[src/rtl/eighth_root_iter_pkg.sv]
// Shared widths and FSM encoding for the eighth-root iterator.
package eighth_root_iter_pkg;

  localparam int IN_W_DEF  = 64;
  localparam int OUT_W_DEF = IN_W_DEF / 8;

  localparam logic [2:0] ST_IDLE = 3'd0;
  localparam logic [2:0] ST_SQ1  = 3'd1;
  localparam logic [2:0] ST_SQ2  = 3'd2;
  localparam logic [2:0] ST_SQ3  = 3'd3;
  localparam logic [2:0] ST_CMP  = 3'd4;

endpackage

[src/rtl/eighth_root_iter_if.sv]
// Operand/result handshake bundle for the eighth-root iterator.
interface eighth_root_iter_if
  import eighth_root_iter_pkg::*;
#(
  parameter int IN_W  = IN_W_DEF,
  parameter int OUT_W = IN_W / 8
);

  logic             i_valid;
  logic [IN_W-1:0]  i_value;
  logic             o_ready;
  logic             o_valid;
  logic [OUT_W-1:0] o_value;

  modport slave (
    input  i_valid,
    input  i_value,
    output o_ready,
    output o_valid,
    output o_value
  );

  modport master (
    output i_valid,
    output i_value,
    input  o_ready,
    input  o_valid,
    input  o_value
  );

endinterface

[src/rtl/eighth_root_sq.sv]
// Combinational truncating squarer; the single multiplier shared by all SQ states.
module eighth_root_sq
  import eighth_root_iter_pkg::*;
#(
  parameter int IN_W = IN_W_DEF
) (
  input  logic [IN_W-1:0] a_i,
  output logic [IN_W-1:0] sq_o
);

  assign sq_o = a_i * a_i;

endmodule

[src/rtl/eighth_root_iter.sv]
// floor(X^(1/8)) by MSB-first bit search; each trial bit squares three times then compares.
module eighth_root_iter
  import eighth_root_iter_pkg::*;
#(
  parameter int IN_W  = IN_W_DEF,
  parameter int OUT_W = IN_W / 8
) (
  input  logic              clk,
  input  logic              reset,
  eighth_root_iter_if.slave bus
);

  localparam int BIT_W = (OUT_W > 1) ? $clog2(OUT_W) : 1;

  logic [2:0]       state_q, state_d;
  logic [IN_W-1:0]  x_q, x_d;
  logic [IN_W-1:0]  p_q, p_d;
  logic [OUT_W-1:0] root_q, root_d;
  logic [BIT_W-1:0] bit_q, bit_d;
  logic [OUT_W-1:0] o_value_q, o_value_d;
  logic             o_valid_q, o_valid_d;

  logic [OUT_W-1:0] cand;
  logic [OUT_W-1:0] root_upd;
  logic [IN_W-1:0]  sq_in;
  logic [IN_W-1:0]  sq_out;

  assign cand     = root_q | (OUT_W'(1) << bit_q);
  assign root_upd = (p_q <= x_q) ? cand : root_q;

  // SQ1 squares the trial root; SQ2/SQ3 re-square the running product.
  assign sq_in = (state_q == ST_SQ1) ? {{(IN_W-OUT_W){1'b0}}, cand} : p_q;

  eighth_root_sq #(.IN_W(IN_W)) u_sq (
    .a_i  (sq_in),
    .sq_o (sq_out)
  );

  always_comb begin
    state_d   = state_q;
    x_d       = x_q;
    p_d       = p_q;
    root_d    = root_q;
    bit_d     = bit_q;
    o_value_d = o_value_q;
    o_valid_d = 1'b0;
    case (state_q)
      ST_IDLE: begin
        if (bus.i_valid) begin
          x_d     = bus.i_value;
          p_d     = '0;
          root_d  = '0;
          bit_d   = BIT_W'(OUT_W - 1);
          state_d = ST_SQ1;
        end
      end
      ST_SQ1: begin
        p_d     = sq_out;
        state_d = ST_SQ2;
      end
      ST_SQ2: begin
        p_d     = sq_out;
        state_d = ST_SQ3;
      end
      ST_SQ3: begin
        p_d     = sq_out;
        state_d = ST_CMP;
      end
      ST_CMP: begin
        root_d = root_upd;
        if (bit_q != '0) begin
          bit_d   = bit_q - BIT_W'(1);
          state_d = ST_SQ1;
        end else begin
          o_value_d = root_upd;
          o_valid_d = 1'b1;
          state_d   = ST_IDLE;
        end
      end
      default: state_d = ST_IDLE;
    endcase
  end

  always_ff @(posedge clk) begin
    if (reset) begin
      state_q   <= ST_IDLE;
      x_q       <= '0;
      p_q       <= '0;
      root_q    <= '0;
      bit_q     <= '0;
      o_value_q <= '0;
      o_valid_q <= 1'b0;
    end else begin
      state_q   <= state_d;
      x_q       <= x_d;
      p_q       <= p_d;
      root_q    <= root_d;
      bit_q     <= bit_d;
      o_value_q <= o_value_d;
      o_valid_q <= o_valid_d;
    end
  end

  assign bus.o_ready = (state_q == ST_IDLE);
  assign bus.o_valid = o_valid_q;
  assign bus.o_value = o_value_q;

endmodule

[src/flat_wrapper.sv]
// flat-port wrapper written by rule: the top's interface ports become plain ports
module eighth_root_iter_flat import eighth_root_iter_pkg::*;
#(
  parameter int IN_W  = IN_W_DEF,
  parameter int OUT_W = IN_W / 8
)
  (clk, reset, bus_i_valid, bus_i_value, bus_o_ready, bus_o_valid, bus_o_value);
  eighth_root_iter_if #(.IN_W(IN_W), .OUT_W(OUT_W)) bus_i ();
  input  logic clk;
  input  logic reset;
  input wire logic [$bits(bus_i.i_valid)-1:0] bus_i_valid;
  input wire logic [$bits(bus_i.i_value)-1:0] bus_i_value;
  output wire logic [$bits(bus_i.o_ready)-1:0] bus_o_ready;
  output wire logic [$bits(bus_i.o_valid)-1:0] bus_o_valid;
  output wire logic [$bits(bus_i.o_value)-1:0] bus_o_value;
  assign bus_i.i_valid = bus_i_valid;
  assign bus_i.i_value = bus_i_value;
  assign bus_o_ready = bus_i.o_ready;
  assign bus_o_valid = bus_i.o_valid;
  assign bus_o_value = bus_i.o_value;
  eighth_root_iter #(.IN_W(IN_W), .OUT_W(OUT_W)) u_core (.clk(clk), .reset(reset), .bus(bus_i));
endmodule
[config.mk]
export PLATFORM = sky130hd
export DESIGN_NAME = eighth_root_iter_flat
export DESIGN_NICKNAME = d
export VERILOG_FILES = /design/src/rtl/eighth_root_iter_pkg.sv /design/src/rtl/eighth_root_iter_if.sv /design/src/rtl/eighth_root_sq.sv /design/src/rtl/eighth_root_iter.sv /design/src/flat_wrapper.sv
export SDC_FILE = /design/constraint.sdc
export NUM_CORES = 2
export LEC_CHECK = 0
export ABC_AREA = 1
export BUFFER_PORTS_ARGS = -buffer_cell sky130_fd_sc_hd__buf_2
export CAP_MARGIN = 20
export CORE_MARGIN = 5
export CORE_UTILIZATION = 65
export CTS_CLUSTER_SIZE = 40
export DETAILED_ROUTE_END_ITERATION = 10
export PLACE_DENSITY_LB_ADDON = 0.12
export SYNTH_ARGS = -nofsm -noshare
export SYNTH_HDL_FRONTEND = slang
export SYNTH_SLANG_ARGS = --single-unit
export TNS_END_PERCENT = 5
[constraint.sdc]
create_clock -name clk -period 9.8 [get_ports clk]
set_input_delay 0.98 -clock clk [delete_from_list [all_inputs] [get_ports clk]]
set_output_delay 0.98 -clock clk [all_outputs]
set_load 0.03 [all_outputs]
==> summary.txt <==
STA
  • # setup viols final: 0
  • Rel. slew slack: 0.207
  • Final Hold Fails: 0
  • Setup TNS: 0 ns
  • Minimum clock period: around 9.6 ns
  • Setup ws final: between 0.15 and 0.2 ns
  • RSZ-0062 raised after global routing: yes
  • Fmax: about 100 MHz
  • Fin. max-slew vios: 0
  • Worst-Margin Slew: about 1.2 ns
  • Final period util: 0.981
  • Clock Skew: 0.0200 ns

Critical path
  • Reg2reg start: u_core.state_q[2]
  • Critical path required time: a little over 10 ns
  • FF-to-FF path depth: 33
  • Worst Path Max Fanout: 16
  • Slowest cell on the critical path: fa_1
  • Critical Path End Type: register
  • Crit path launch type: register
  • Worst EP arrival: about 9.9 ns
  • Crit-path max cell delay: 0.61 ns
  • Reg2reg end: u_core.p_q[58]
  • CP Class: reg -> reg
  • R2R Setup Slk: 0.19 ns
  • Most frequent CP cell: fa_1

GRT
  • Congestion Overflow GR: 0
  • Initial antenna violation count: 13
  • First-pass GRT wire length: between 300000 and 400000 um
  • Vias in the first global route: about 54000
  • GRT Overall Usage: 0.451
  • Largest net degree at the start of global routing: 83

Synth
  • Main flop type after synthesis: dfxtp_1
  • EDFF count, synth: 0
  • Cell Area, Synth: 0.0619 mm2
  • Sequential fraction of the synthesis area: 0.0485
  • Mapped Avg Cell Area: roughly 8.6 um2
  • Yosys reg bits: 150
  • Asr flop ratio synth: 0
  • Syn. warnings: 0
  • Synth unique cells: 51
  • Mapped Cells: 7192

Power and ir drop
  • Static Leak: ~35 nW
  • Power Internal: about 7.4 mW
  • Total power: ~20 mW
  • Net Sw Frac: 0.634
  • Max VDD drop: 0.705 mV
  • Logic pwr share: 0.922
  • Sequential share of power: 0.043
  • Cell area power density: just over 300 mW/mm2
  • Psw: about 13 mW
  • Clock share of power: 0.035

Detailed routing
  • Drt pass-1 iters: 6
  • Drt drc: 0
  • Vias: ~50000
  • Vias/cell: 5.71
  • Antenna-violating nets left: 0
  • DRT iter0 DRCs: between 5000 and 6000
  • WL/cell: ~26 um
  • Total wire length: between 200000 and 250000 um

Finish
  • Final net count: 9585
  • Final instance area: 0.0664 mm2
  • Area growth syn-to-layout: 7.21%
  • Fill count: 7682
  • Fraction of layout cells with a size suffix above 1: 0.0608

Hold path
  • Worst min-delay path category: reg -> reg
  • Hold Path Depth: 2
  • HP Start: u_core.x_q[35]
  • Worst Hold Path EP: u_core.x_q[35]

Floorplanning
  • Top-Level Pins: between 70 and 80
  • Die Width: approximately 320 um
  • Core area: 0.0947 mm2
  • Initial Util: 0.654
  • Die H: approximately 320 um
  • Die ar.: 0.102 mm2
  • FP Rows: 113

Clock tree
  • Num CTS Buffers: 17
  • Max Root-Sink Buffers: 2
  • Clock Sinks: 150
  • Clock Pin Slew Worst Setup and Hold Paths: about 0.08 ns
  • CTS H-tree depth: 4
  • Root Driver: clkbuf_16
  • Clock latency on the worst-skew pair: about 0.47 ns
  • CTS tree: yes

Place
  • Gpl congestion: between 1 and 1.5
  • Place WS: -0.0273 ns
  • Area after DPL: 0.0655 mm2
  • Port Buffers: 76
  • HPWL Detailed: 188000 um

Flow run
  • Max Cap Viol: 0

Run status
  • Status: finished, final reports clean
-- stage by stage --
| step | hold slack (ns) | util | std cells |
|---|---|---|---|
| 2_1_floorplan | 0.429 | - | 7280 |
| 3_3_place_gp | 0.447 | 0.691 | 8674 |
| 3_5_place_dp | 0.451 | 0.691 | 8674 |
| 4_1_cts | 0.462 | 0.698 | 8706 |
| 5_1_grt | 0.473 | 0.700 | 8719 |
| 6_report | 0.461 | 0.701 | 8728 |
-- layout make-up --
class / instances / area [um2] / share of cell area
multi-input combinational: 4592 / 49800 / 0.751
inverter: 2348 / 8840 / 0.133
sequential: 150 / 3010 / 0.0453
timing repair buffer: 332 / 2490 / 0.0375
tap: 1265 / 1580 / 0.0238
clock buffer: 18 / 439 / 0.00662
clock inverter: 14 / 176 / 0.00266
antenna: 9 / 22.5 / 0.000339
-- registers in the layout (all words and copies together) (netlist names) --
register	count
u_core.bus.o_valid	1
u_core.bus.o_value	8
u_core.root_q	8
u_core.bit_q	3
u_core.p_q	63
u_core.state_q	3
u_core.x_q	64
-- power groups by stage --
| stage | Clock (mW) | Combinational [mW] | Sequential [mW] |
|---|---|---|---|
| 2_1_floorplan | 0 | 10.9 | 0.794 |
| 3_3_place_gp | 0 | 17.7 | 0.864 |
| 3_5_place_dp | 0 | 17.8 | 0.864 |
| 4_1_cts | 0.716 | 18.0 | 0.851 |
| 5_1_grt | 0.738 | 20.1 | 0.864 |
| 6_report | 0.717 | 18.6 | 0.868 |
-- worst max-delay path: cells and delay by family (launching register included) --
family / cells / cell delay (ns)
AOI/OAI and AO/OA: 4 / 0.61
DFF: 1 / 0.36
adders and majority gates: 11 / 5.67
buffers and inverters: 10 / 1.46
and+or+nand+nor: 8 / 1.30
-- synthesized netlist by cell type (8+ instances only) --
cell type	n	area [um2]
nand2_1	836	3140
buf_1	18	67.6
nor2_1	754	2830
a31oi_1	23	144
nand4_1	32	200
inv_1	2310	8670
nand3_1	123	616
fa_1	1694	33900
xnor2_1	20	175
dfxtp_1	150	3000
o21ai_0	165	826
inv_2	14	52.6
or2_2	17	106
o21bai_1	8	60.1
ha_1	383	4790
a21oi_1	309	1550
clkbuf_1	165	619
xor2_1	17	149
o21a_1	16	120
nor3_1	21	105
nand3b_1	17	128
clkinv_1	24	90.1
-- logic make-up (layout without fill, tap and decap cells) --
kind of cell,Yosys count,count (layout),synth area share
other cells,2,99,0.000121
flops,150,150,0.0485
fa+ha+maj,2077,2077,0.625
buf+inv,2540,2712,0.154
compound gates,565,565,0.0493
xor+xnor,37,37,0.00523
simple gates,1821,1823,0.117
-- layout by cell type (no fill, tap or decap), types with 5 or more instances in the layout --
master / count
o21ai_1: 5
clkinvlp_4: 6
ha_1: 382
nand2_1: 826
nand4_1: 32
inv_1: 2304
o21ai_0: 158
nand2_2: 13
buf_2: 76
conb_1: 90
nor2_2: 9
nor2_1: 746
o21bai_1: 8
inv_2: 17
o21a_1: 16
xor2_1: 17
nor3_1: 20
o21ai_2: 8
clkinv_1: 21
fa_1: 1693
buf_4: 239
buf_12: 14
nand3_1: 123
a211oi_1: 7
clkbuf_16: 17
inv_6: 6
a21oi_1: 306
diode_2: 9
nor4_1: 7
xnor2_1: 20
nand3b_1: 17
or2_2: 17
a31oi_1: 21
dfxtp_1: 148
-- how the worst max path moves through the flow --
stage                     cells past startpoint         startpoint             end
final                                        33  u_core.state_q[2]  u_core.p_q[58]
after global routing                         41  u_core.state_q[2]  u_core.p_q[52]
after CTS                                    35  u_core.state_q[1]  u_core.p_q[48]
after detailed placement                     35  u_core.state_q[1]  u_core.p_q[48]
after global placement                       35  u_core.state_q[1]  u_core.p_q[48]
after floorplan                              41  u_core.state_q[2]  u_core.p_q[54]
-- timing repair --
item | CTS | global route
endpoints found under the setup margin | 4 | 29
hold buffers | 0 | 0
pin swaps | 0 | 1
gates resized for setup | 5 | 44
buffers inserted | 0 | 11
gates cloned | 0 | 2
-- per-layer routing --
metal | up-vias | global-route usage | wire length [um]
met5 | - | 0 | 48
met4 | 8 | 0.267 | 18100
met3 | 878 | 0.169 | 32800
met2 | 3374 | 0.658 | 94400
met1 | 24700 | 0.581 | 78100
li1 | 20900 | - | -
Power figures use the tool's default switching activity.
